[config.mk]
export PLATFORM = sky130hd
export DESIGN_NAME = hazard_ctrl
export DESIGN_NICKNAME = d
export VERILOG_FILES = /design/src/rtl/hazard_ctrl_pkg.sv /design/src/rtl/hazard_ctrl_reg_use_decode.sv /design/src/rtl/hazard_ctrl.sv
export SDC_FILE = /design/constraint.sdc
export NUM_CORES = 1
export LEC_CHECK = 0
export ABC_AREA = 1
export CAP_MARGIN = 20
export CORE_AREA = 2 2 129 131
export CTS_BUF_LIST = sky130_fd_sc_hd__clkbuf_16
export CTS_CLUSTER_DIAMETER = 50
export DETAILED_ROUTE_END_ITERATION = 12
export DIE_AREA = 0 0 131 133
export PLACE_DENSITY = 0.54
export SYNTH_ARGS = -nofsm -noshare
export SYNTH_HDL_FRONTEND = slang
export SYNTH_SLANG_ARGS = --single-unit
[constraint.sdc]
create_clock -name clk -period 4.1 [get_ports clk]
set_input_delay 0.615 -clock clk [delete_from_list [all_inputs] [get_ports clk]]
set_output_delay 0.615 -clock clk [all_outputs]
set_load 0.01 [all_outputs]
[src/rtl/hazard_ctrl_pkg.sv]
// ============================================================================
// Module : hazard_ctrl_pkg
// Desc   : Shared types and opcode constants for the decode hazard controller
// Rev    : 1.0
// ============================================================================
`default_nettype none

package hazard_ctrl_pkg;

    typedef logic [31:0] instr_t;

    typedef enum logic [1:0] {
        ID_FWD_RF  = 2'd0,
        ID_FWD_EX  = 2'd1,
        ID_FWD_MEM = 2'd2,
        ID_FWD_WB  = 2'd3
    } id_fwd_sel_t;

    typedef struct packed {
        logic [4:0] rd;
        logic       wr;
        logic       ld;
    } sb_entry_t;

    localparam sb_entry_t SB_EMPTY = '0;

    localparam logic [6:0] OPC_LUI    = 7'b0110111;
    localparam logic [6:0] OPC_AUIPC  = 7'b0010111;
    localparam logic [6:0] OPC_JAL    = 7'b1101111;
    localparam logic [6:0] OPC_JALR   = 7'b1100111;
    localparam logic [6:0] OPC_BRANCH = 7'b1100011;
    localparam logic [6:0] OPC_LOAD   = 7'b0000011;
    localparam logic [6:0] OPC_STORE  = 7'b0100011;
    localparam logic [6:0] OPC_OP_IMM = 7'b0010011;
    localparam logic [6:0] OPC_OP     = 7'b0110011;

endpackage

`default_nettype wire

[src/rtl/hazard_ctrl_reg_use_decode.sv]
// ============================================================================
// Module : reg_use_decode
// Desc   : Opcode-level register usage flags and register fields for ID
// Rev    : 1.0
// ============================================================================
`default_nettype none

module reg_use_decode
    import hazard_ctrl_pkg::*;
(
    input  instr_t     instr,
    output logic       uses_rs1,
    output logic       uses_rs2,
    output logic       writes_rd,
    output logic       is_load,
    output logic [4:0] rs1,
    output logic [4:0] rs2,
    output logic [4:0] rd
);

    logic unused_bits;
    assign unused_bits = ^{instr[31:25], instr[14:12]};

    assign rs1 = instr[19:15];
    assign rs2 = instr[24:20];
    assign rd  = instr[11:7];

    always_comb begin
        uses_rs1  = 1'b0;
        uses_rs2  = 1'b0;
        writes_rd = 1'b0;
        is_load   = 1'b0;
        case (instr[6:0])
            OPC_OP: begin
                uses_rs1  = 1'b1;
                uses_rs2  = 1'b1;
                writes_rd = 1'b1;
            end
            OPC_OP_IMM, OPC_JALR: begin
                uses_rs1  = 1'b1;
                writes_rd = 1'b1;
            end
            OPC_LOAD: begin
                uses_rs1  = 1'b1;
                writes_rd = 1'b1;
                is_load   = 1'b1;
            end
            OPC_STORE, OPC_BRANCH: begin
                uses_rs1 = 1'b1;
                uses_rs2 = 1'b1;
            end
            OPC_LUI, OPC_AUIPC, OPC_JAL: begin
                writes_rd = 1'b1;
            end
            default: begin
                uses_rs1 = 1'b0;
            end
        endcase
    end

endmodule

`default_nettype wire

[src/rtl/hazard_ctrl.sv]
// ============================================================================
// Module : hazard_ctrl
// Desc   : EX/MEM/WB scoreboard, forwarding selects, load-use stall and flush
// Rev    : 1.0
// ============================================================================
`default_nettype none

module hazard_ctrl
    import hazard_ctrl_pkg::*;
#(
    parameter int CNT_W = 32
) (
    input  logic             clk,
    input  logic             rst,
    input  instr_t           id_instr,
    input  logic             id_valid,
    input  logic             branch_taken,
    input  logic             mem_busy,
    output id_fwd_sel_t      fwd_rs1,
    output id_fwd_sel_t      fwd_rs2,
    output logic             stall_if,
    output logic             stall_id,
    output logic             bubble_ex,
    output logic             flush_if,
    output logic [CNT_W-1:0] stall_cnt,
    output logic [CNT_W-1:0] flush_cnt
);

    logic       uses_rs1, uses_rs2, writes_rd, is_load;
    logic [4:0] rs1, rs2, rd;
    logic       load_use;

    sb_entry_t        sb_ex_q, sb_ex_d, sb_mem_q, sb_mem_d, sb_wb_q, sb_wb_d;
    logic [CNT_W-1:0] stall_cnt_q, stall_cnt_d, flush_cnt_q, flush_cnt_d;

    reg_use_decode u_dec (
        .instr     (id_instr),
        .uses_rs1  (uses_rs1),
        .uses_rs2  (uses_rs2),
        .writes_rd (writes_rd),
        .is_load   (is_load),
        .rs1       (rs1),
        .rs2       (rs2),
        .rd        (rd)
    );

    function automatic logic ld_hit(input logic used, input logic [4:0] rs, input sb_entry_t ex);
        return used && (rs != 5'd0) && ex.wr && ex.ld && (ex.rd == rs);
    endfunction

    // Youngest writer wins; a load still in EX masks older copies of that register.
    function automatic id_fwd_sel_t fwd_sel(input logic used, input logic [4:0] rs,
                                            input sb_entry_t ex, input sb_entry_t mem,
                                            input sb_entry_t wb);
        if (!used || rs == 5'd0)         return ID_FWD_RF;
        if (ex.wr && ex.rd == rs)        return ex.ld ? ID_FWD_RF : ID_FWD_EX;
        if (mem.wr && mem.rd == rs)      return ID_FWD_MEM;
        if (wb.wr && wb.rd == rs)        return ID_FWD_WB;
        return ID_FWD_RF;
    endfunction

    always_comb begin
        load_use  = id_valid && (ld_hit(uses_rs1, rs1, sb_ex_q) || ld_hit(uses_rs2, rs2, sb_ex_q));
        fwd_rs1   = ID_FWD_RF;
        fwd_rs2   = ID_FWD_RF;
        stall_if  = 1'b0;
        stall_id  = 1'b0;
        bubble_ex = 1'b0;
        flush_if  = 1'b0;
        if (!rst) begin
            if (id_valid) begin
                fwd_rs1 = fwd_sel(uses_rs1, rs1, sb_ex_q, sb_mem_q, sb_wb_q);
                fwd_rs2 = fwd_sel(uses_rs2, rs2, sb_ex_q, sb_mem_q, sb_wb_q);
            end
            stall_if  = mem_busy || load_use;
            stall_id  = mem_busy || load_use;
            bubble_ex = load_use && !mem_busy;
            flush_if  = branch_taken && id_valid && !(mem_busy || load_use);
        end
    end

    always_comb begin
        sb_ex_d     = sb_ex_q;
        sb_mem_d    = sb_mem_q;
        sb_wb_d     = sb_wb_q;
        stall_cnt_d = stall_cnt_q;
        flush_cnt_d = flush_cnt_q;
        if (!mem_busy) begin
            sb_wb_d  = sb_mem_q;
            sb_mem_d = sb_ex_q;
            if (id_valid && !bubble_ex) begin
                sb_ex_d.rd = rd;
                sb_ex_d.wr = writes_rd && (rd != 5'd0);
                sb_ex_d.ld = is_load;
            end else begin
                sb_ex_d = SB_EMPTY;
            end
            if (bubble_ex) begin
                stall_cnt_d = stall_cnt_q + CNT_W'(1);
            end
        end
        if (flush_if) begin
            flush_cnt_d = flush_cnt_q + CNT_W'(1);
        end
    end

    always_ff @(posedge clk or posedge rst) begin
        if (rst) begin
            sb_ex_q     <= SB_EMPTY;
            sb_mem_q    <= SB_EMPTY;
            sb_wb_q     <= SB_EMPTY;
            stall_cnt_q <= '0;
            flush_cnt_q <= '0;
        end else begin
            sb_ex_q     <= sb_ex_d;
            sb_mem_q    <= sb_mem_d;
            sb_wb_q     <= sb_wb_d;
            stall_cnt_q <= stall_cnt_d;
            flush_cnt_q <= flush_cnt_d;
        end
    end

    assign stall_cnt = stall_cnt_q;
    assign flush_cnt = flush_cnt_q;

endmodule

`default_nettype wire

==> results of run 1 <==
-- area by class of cell --
class / instances / area, µm²
multi-input cells: 539 / 2860
fillers: 1691 / 9350
well taps: 220 / 275
clock buffers: 9 / 225
clock inverters: 7 / 28.8
flip-flops and latches: 83 / 2080
repair buffers: 104 / 1030
inverters: 90 / 339
-- worst max path at each step --
stage / from / endpoint / depth (start not counted)
3_5_place_dp: id_instr[16] / stall_id / 10
6_report: id_instr[16] / stall_id / 10
5_1_grt: id_instr[21] / stall_id / 10
2_1_floorplan: rst / stall_cnt[26]$_DFFE_PP0P_ / 4
3_3_place_gp: id_instr[16] / stall_id / 10
4_1_cts: id_instr[16] / stall_id / 10
-- synth_stat cells (3+ instances only) --
library cell    n
a21oi_1        12
buf_4           4
clkbuf_1        6
dfrtp_1        83
inv_1          82
inv_2           7
nand2_1       221
nand2_4         3
nand3_1        34
nand4_1        30
nor2_1         73
nor2_2          3
nor2_4          7
nor3_1         21
nor4_1          9
o21ai_0        23
o21ai_1         8
o22ai_1        10
xnor2_1        28
xor2_1         28
xor2_2          7
-- flip-flops by register name, indices dropped and copies added (netlist names) --
| register | count |
|---|---|
| flush_cnt | 32 |
| stall_cnt | 32 |
| sb_ex_q | 7 |
| sb_mem_q | 6 |
| sb_wb_q | 6 |
-- worst min-delay path, stage by stage, from the launching register on --
cell	delay (ns)
dfrtp_1	0.34
nand2_1	0.05
o21ai_0	0.06
-- cell families (layout without fill, tap and decap cells) --
kind of cell / after synthesis / in the layout / synth area share [%]
compound gates: 61 / 61 / 6.58
buf+inv: 104 / 210 / 8.05
simple gates: 413 / 413 / 34.9
xor+xnor: 63 / 63 / 11.3
flops: 83 / 83 / 38.7
fa+ha+maj: 2 / 2 / 0.466
-- per-layer routing --
metal	track usage [%]	vias up	share of wire, %
met3	2.75	19	3.5
met4	6.26	0	1.7
met1	25.8	2299	49
met2	27.9	92	46
li1	-	2535	-
met5	0	-	0
-- stage by stage --
step / setup slack (ns) / instance area, µm² / std cells / power [mW]
global placement: 0.584 / 6570 / 1036 / 1.23
finish: 0.578 / 6830 / 1052 / 1.94
global route: 0.389 / 6830 / 1052 / 2.04
floorplan: 0.939 / 5360 / 726 / 1.08
CTS: 0.542 / 6830 / 1052 / 1.97
detailed placement: 0.546 / 6570 / 1036 / 1.23
-- report_power, final --
| group | switching, mW | internal, mW | total [mW] |
|---|---|---|---|
| registers | 0.0602 | 0.861 | 0.921 |
| clock network | 0.334 | 0.398 | 0.732 |
| logic | 0.156 | 0.133 | 0.289 |
==> metrics.csv, run 1 <==
metric,value,unit
status,completed,
yosysUniqueCellTypes,41,
die_h,133,µm
cp.required,3.48,ns
hold_ws,0.484,ns
crit_type,input port to primary output,
numCtsBuffers,9,
coreArea,0.0162,mm²
crit_fanout,5,
rrSetupSlack,1.96,ns
yosys-top-cells-area,"dfrtp_1 39%, nand2_1 15%, inv_1 5.7%",
most-common-layout-cells,"221 x nand2_1, 98 x clkdlybuf4s50_1, 84 x inv_1",
ant_nets,0,
drtIter0Drc,246,
slew_viol_final,0,
ios,109,
hold_start,sb_wb_q[2]$_DFFE_PP0N_,
slew_headroom,53.1,%
clk_pin_slew,0.06,ns
cts-hold-fix-buffers,0,
crit_slowest_cell,clkdlybuf4s50_1,
ys_seq_area_share,38.7,%
cts_sinks,83,
track_usage,18.1,%
fmax,284,MHz
antenna_found_initial,0,
synthCells,726,
num_rows,47,
yosysWarnings,0,
ff2ff_path_depth,8,
tightest_slew,0.704,ns
period_share,85.9,%
hpwl,11200,µm
fp.dieW,131,µm
synth_top_cell_by_area,dfrtp_1,
layout-drive-gt1-share,6.37,%
yosysTopAreaCellShare,38.7,%
min_period,3.52,ns
yosys_register_bits,83,
hold_end,sb_wb_q[2]$_DFFE_PP0N_,
finalHoldViolCount,0,
cp.arrival,2.91,ns
critPathBufInv,3,
area_growth,27.3,%
cp_cell_sequence,"clkdlybuf4s50_1, inv_2, nand2_1, nand2_1, nor3_4, nand4_2, o21ai_4, nand2_4, a21oi_1, clkdlybuf4s50_1",
grt-ovfl-total,0,
syn-num-nets,765,
cts_setup_buffers,0,
place_congestion,0.833,
io_buffers,98,
clockRootBuffer,clkbuf_16,
grt_pass1_vias,4952,
ys.flop_type,dfrtp_1,
worstSkewPairLatency,0.35,ns
rsz0062_at_grt,no,
wl_per_cell,14.1,µm
drc,0,
cts_tree,built,
leakage,3.03,nW
wl,14900,µm
synth-edff-count,0,
finalClockSkew,0.00893,ns
r2r_end,stall_cnt[24]$_DFFE_PP0P_,
first_pass_iters,5,
cap_violations,0,
final_common_cell,nand2_1,
cts-resized-gates,0,
crit_path_max_incr_delay,0.57,ns
nNetsFinal,866,
finalSetupViolations,0,
initial_core_util,33.2,%
end_kind,primary output,
htreeDepth,3,
worstHoldPathType,flip-flop to flip-flop,
finalCoreUtilization,42.2,%
async_flop_share,100,%
viasPerCell,4.70,
die-area,0.0174,mm²
power_density,285,mW/mm²
max-vdd-ir-drop,0.192,mV
grt_max_degree,55,
syn_area,0.00536,mm²
vias,4945,
syn_area_per_cell,7.39,µm²
setup_tns,0,ns
cts.path.max_buffers,2,
antennaDiodeCount,0,
regToRegStartpoint,stall_cnt[0]$_DFFE_PP0P_,
crit_family,buffers and inverters,
hold_depth,2,
grt_pass1_wl,24800,µm
startpoint_type,input port,
Power figures use the tool's default switching activity.
==> run 2, diff against run 1 <==
REMOVE_ABC_BUFFERS = 1   (was unset)
==> metrics.csv, run 2 (synthesis gave the netlist of run 1 again) <==
metric,value,unit,change
max-vdd-ir-drop,0.172,mV,-11%
grt_pass1_wl,24400,µm,-1.8%
grt-ovfl-total,0,,unchanged
fin_cells,1053,,+0.095%
cts_tree,built,,
htreeDepth,3,,unchanged
crit_family,buffers and inverters,,
period_share,87.7,%,+1.8 points
nNetsFinal,867,,+0.12%
cts_setup_buffers,0,,unchanged
numCtsBuffers,9,,unchanged
worstSkewPairLatency,0.34,ns,about the same
most-common-layout-cells,"221 x nand2_1, 98 x clkdlybuf4s50_1, 83 x dfrtp_1",,
slew_headroom,65.2,%,+12 points
worstHoldPathType,flip-flop to flip-flop,,
finalSetupViolations,0,,unchanged
place_congestion,0.847,,+1.7%
vias,4888,,-1.2%
slew_viol_final,0,,unchanged
ff2ff_path_depth,8,,unchanged
tightest_slew,0.522,ns,-0.181 ns
startpoint_type,input port,,
grt_pass1_vias,4731,,-4.5%
fmax,278,MHz,-2.0%
initial_core_util,33.2,%,unchanged
finalCoreUtilization,42.3,%,+0.093 points
wl_met2,6500,µm,-5.2%
regToRegStartpoint,stall_cnt[0]$_DFFE_PP0P_,,
cts-hold-fix-buffers,0,,unchanged
finalHoldViolCount,0,,unchanged
power,1.94,mW,about the same
clockRootBuffer,clkbuf_16,,
first_pass_iters,4,,-1
power_density,284,mW/mm²,-0.16%
hold_depth,2,,unchanged
cts_sinks,83,,unchanged
setup_tns,0,ns,unchanged
min_period,3.59,ns,+0.0721 ns
end_kind,primary output,,
crit_slowest_cell,clkdlybuf4s50_1,,
wl,14500,µm,-2.1%
ant_nets,0,,unchanged
cp.arrival,2.98,ns,+0.07 ns
maxUsedRoutingLayer,met4,,
die-area,0.0174,mm²,unchanged
cp.required,3.48,ns,about the same
die_h,133,µm,unchanged
crit_path_max_incr_delay,0.61,ns,+0.04 ns
clk_pin_slew,0.06,ns,about the same
drc,0,,unchanged
n_fill_cell,1672,,-1.1%
hpwl,11100,µm,-1.2%
crit_cells,9,,-1
placedCellCount,1037,,+0.097%
hold_start,sb_wb_q[1]$_DFFE_PP0N_,,
io_buffers,98,,unchanged
antenna_found_initial,0,,unchanged
rsz0062_at_grt,no,,
finalClockSkew,0.00824,ns,-0.000696 ns
antennaDiodeCount,0,,unchanged
cap_violations,0,,unchanged
num_rows,47,,unchanged
leakage,3.03,nW,-0.18%
cts-resized-gates,0,,unchanged
critPathBufInv,2,,-1
crit_fanout,5,,unchanged
area_growth,27.5,%,
wl_per_cell,13.8,µm,-2.2%
viasPerCell,4.64,,-1.2%
crit_type,input port to primary output,,
startpoint,id_instr[24],,
status,completed,,
layout-drive-gt1-share,6.72,%,+0.35 points
cp_cell_sequence,"clkdlybuf4s50_1, xnor2_1, nand3_1, nor2_1, nand3_1, o21ai_4, nand2_4, a21oi_1, clkdlybuf4s50_1",,
track_usage,17.7,%,-0.39 points
wl_met1,7260,µm,+0.33%
wl_met3,549,µm,+6.2%
cts.path.max_buffers,2,,unchanged
grt_max_degree,41,,-25%
drtIter0Drc,338,,+37%
coreArea,0.0162,mm²,unchanged
final_common_cell,nand2_1,,
ios,109,,unchanged
fp.dieW,131,µm,unchanged
run 2: cell types whose count changed in the layout (fill, tap and decap cells not counted):
cell	delta
inv_1	-2
clkinvlp_4	+2
buf_4	+1
run 2: through the flow:
step	hold WS, ns	setup WS (ns)	instance area, µm²
2_1_floorplan	0.452	0.939	5270
3_3_place_gp	0.469	0.495	6580
3_5_place_dp	0.480	0.479	6580
4_1_cts	0.496	0.449	6840
5_1_grt	0.538	0.315	6840
6_report	0.495	0.506	6840
run 2: final timing paths:
| path | endpoint | slack (ns) |
|---|---|---|
| worst max-delay path | stall_if | 0.51 |
| worst min-delay path | sb_wb_q[1]$_DFFE_PP0N_ | 0.49 |
| worst max register to register | stall_cnt[22]$_DFFE_PP0P_ | 1.93 |
| worst min register to register | sb_wb_q[1]$_DFFE_PP0N_ | 0.49 |
| max in group asynchronous | flush_cnt[14]$_DFFE_PP0P_ | 2.61 |
| min in group asynchronous | stall_cnt[3]$_DFFE_PP0P_ | 0.63 |
run 2: where the power goes:
part           leakage (nW)  total (mW)  internal, mW  switching [mW]
Sequential             1.11       0.922         0.861          0.0610
Clock                 0.127       0.733         0.402           0.332
Combinational          1.79       0.288         0.134           0.154
Total                  3.03        1.94          1.40           0.547
run 2: area by class of cell:
type	instances	area, µm²	share of cell area, %
Clock buffer	9	225	3.29
Sequential cell	83	2080	30.4
Multi-Input combinational cell	539	2860	41.7
Inverter	90	339	4.96
Tap cell	220	275	4.02
Clock inverter	7	36.3	0.530
Timing Repair Buffer	105	1030	15.1
run 2: tightest hold or removal path, stage by stage, from the launching register on:
cell,delay (ns)
dfrtp_1,0.35
nand2_1,0.05
o21ai_0,0.06
run 2: per-layer routing:
layer	vias to the layer above	track usage, %
li1	2537	-
met1	2249	26.5
met2	86	26.1
met3	16	2.59
met4	0	5.85
met5	-	0
==> run 3, diff against run 2 <==
CAP_MARGIN = 30   (was 20)
CORE_AREA = 2 2 101 103   (was 2 2 129 131)
DIE_AREA = 0 0 103 105   (was 0 0 131 133)
PLACE_DENSITY = 0.83   (was 0.54)
==> metrics.csv, run 3 (synthesis gave the netlist of run 1 again) <==
metric,value,unit,change
layout-drive-gt1-share,6.61,%,-0.11 points
swShare,28.2,%,+0.11 points
cts_setup_buffers,0,,unchanged
p_int,1.40,mW,+0.39%
end_kind,primary output,,
vias,5275,,+7.9%
p_comb_share,14.8,%,about the same
multi_input_area,0.00286,mm²,unchanged
cts-resized-gates,0,,unchanged
slew_headroom,55.0,%,-10 points
die_h,105,µm,-21%
first_pass_iters,5,,+1
antenna_found_initial,0,,unchanged
n_fill_cell,862,,-48%
place_congestion,0.987,,+17%
power.switching,0.552,mW,+0.91%
rsz0062_at_grt,no,,
min_period,3.49,ns,-0.104 ns
cp.required,3.48,ns,about the same
crit_family,buffers and inverters,,
crit_path_max_incr_delay,0.58,ns,-0.03 ns
num_rows,36,,-23%
cts_tree,built,,
drtIter0Drc,369,,+9.2%
status,completed,,
drc,0,,unchanged
crit_type,input port to primary output,,
finalClockSkew,0.00763,ns,-0.000602 ns
cts_sinks,83,,unchanged
viasPerCell,5.47,,+18%
critPathMostFrequentCell,nand2_1,,
crit_fanout,5,,unchanged
pre_cts_slack,0.638,ns,+0.159 ns
critPathBufInv,2,,unchanged
cp.arrival,2.88,ns,-0.10 ns
cap_violations,0,,unchanged
power_density,290,mW/mm²,+2.1%
max-vdd-ir-drop,0.179,mV,+4.2%
finalSetupViolations,0,,unchanged
wl,14300,µm,-1.5%
clockRootBuffer,clkbuf_16,,
period_share,85.1,%,-2.5 points
fmax,286,MHz,+3.0%
grt-ovfl-total,0,,unchanged
cts-hold-fix-buffers,0,,unchanged
crit_slowest_cell,clkdlybuf4s50_1,,
setup_tns,0,ns,unchanged
cts.path.max_buffers,2,,unchanged
ant_nets,0,,unchanged
most-common-layout-cells,"221 x nand2_1, 98 x clkdlybuf4s50_1, 83 x inv_1, 83 x dfrtp_1, 73 x nor2_1",,
final_common_cell,nand2_1,,
tightest_slew,0.675,ns,+0.153 ns
coreArea,0.00964,mm²,-40%
grt_pass1_vias,4978,,+5.2%
track_usage,27.8,%,+10 points
grt_max_degree,55,,+34%
worst_slack,0.609,ns,+0.104 ns
slew_viol_final,0,,unchanged
fin_cells,965,,-8.4%
antennaDiodeCount,0,,unchanged
startpoint_type,input port,,
io_buffers,98,,unchanged
wl_per_cell,14.8,µm,+7.5%
initial_core_util,55.6,%,+22 points
finalHoldViolCount,0,,unchanged
ff_latch_area,0.00208,mm²,unchanged
placedCellCount,949,,-8.5%
nNetsFinal,866,,-0.12%
worstHoldPathType,flip-flop to flip-flop,,
cp_cell_sequence,"clkdlybuf4s50_1, nand2_1, nor2_2, nand2_1, nand3_2, nand2_1, o21ai_4, nand2_4, a21oi_1, clkdlybuf4s50_1",,
ios,109,,unchanged
hpwl,10700,µm,-3.5%
p_clk_share,38.1,%,+0.4 points
grt_pass1_wl,24200,µm,-0.54%
area_growth,25.5,%,
clk_pin_slew,0.06,ns,about the same
die-area,0.0108,mm²,-38%
leakage,3.03,nW,+0.12%
worstSkewPairLatency,0.34,ns,about the same
fp.dieW,103,µm,-21%
htreeDepth,3,,unchanged
numCtsBuffers,9,,unchanged
power_frac_seq,47.2,%,-0.3 points
-- run 3: area by class of cell --
class                      count  share of cell area (%)
tap                          133                    2.47
timing repair buffer         104                    15.2
inverter                      90                    5.04
multi-input combinational    539                    42.4
sequential                    83                    30.8
clock inverter                 7                   0.669
clock buffer                   9                    3.34
-- run 3: path summary, 6_finish.rpt --
path                                             endpoint                     start  slack [ns]  cells after the start
worst max-delay path                             stall_id               id_instr[5]        0.61                     10
worst min-delay path               sb_wb_q[2]$_DFFE_PP0N_    sb_wb_q[2]$_DFFE_PP0N_        0.49                      2
worst max register to register  stall_cnt[24]$_DFFE_PP0P_  stall_cnt[0]$_DFFE_PP0P_        1.98                      8
worst min register to register     sb_wb_q[2]$_DFFE_PP0N_    sb_wb_q[2]$_DFFE_PP0N_        0.49                      2
max in group asynchronous         sb_mem_q[1]$_DFFE_PP0N_                       rst        2.27                      3
min in group asynchronous       stall_cnt[23]$_DFFE_PP0P_                       rst        0.73                      2
-- run 3: power groups by stage --
stage	Sequential [mW]	Clock, mW	Combinational, mW
after floorplan	0.933	0	0.146
after global placement	0.933	0	0.278
after detailed placement	0.935	0	0.290
after CTS	0.920	0.755	0.290
after global routing	0.927	0.790	0.325
final	0.921	0.744	0.289
-- run 3: metal layers --
layer	vias up	wire length, µm	track usage [%]
met5	-	0	0
met1	2438	6070	38.0
met4	0	204	6.02
met2	267	7000	45.1
met3	35	1050	6.22
li1	2535	-	-
-- run 3: tightest hold or removal path: stages (launching register included) --
cell,delay [ns]
dfrtp_1,0.35
nand2_1,0.05
o21ai_0,0.06
-- run 3: per-stage QoR --
step	cell area (µm²)	hold slack, ns	total power [mW]	util, %
6_report	6730	0.494	1.95	69.9
5_1_grt	6730	0.511	2.04	69.9
4_1_cts	6730	0.498	1.96	69.9
3_5_place_dp	6460	0.481	1.22	67.1
3_3_place_gp	6460	0.472	1.21	67.1
2_1_floorplan	5270	0.452	1.08	-
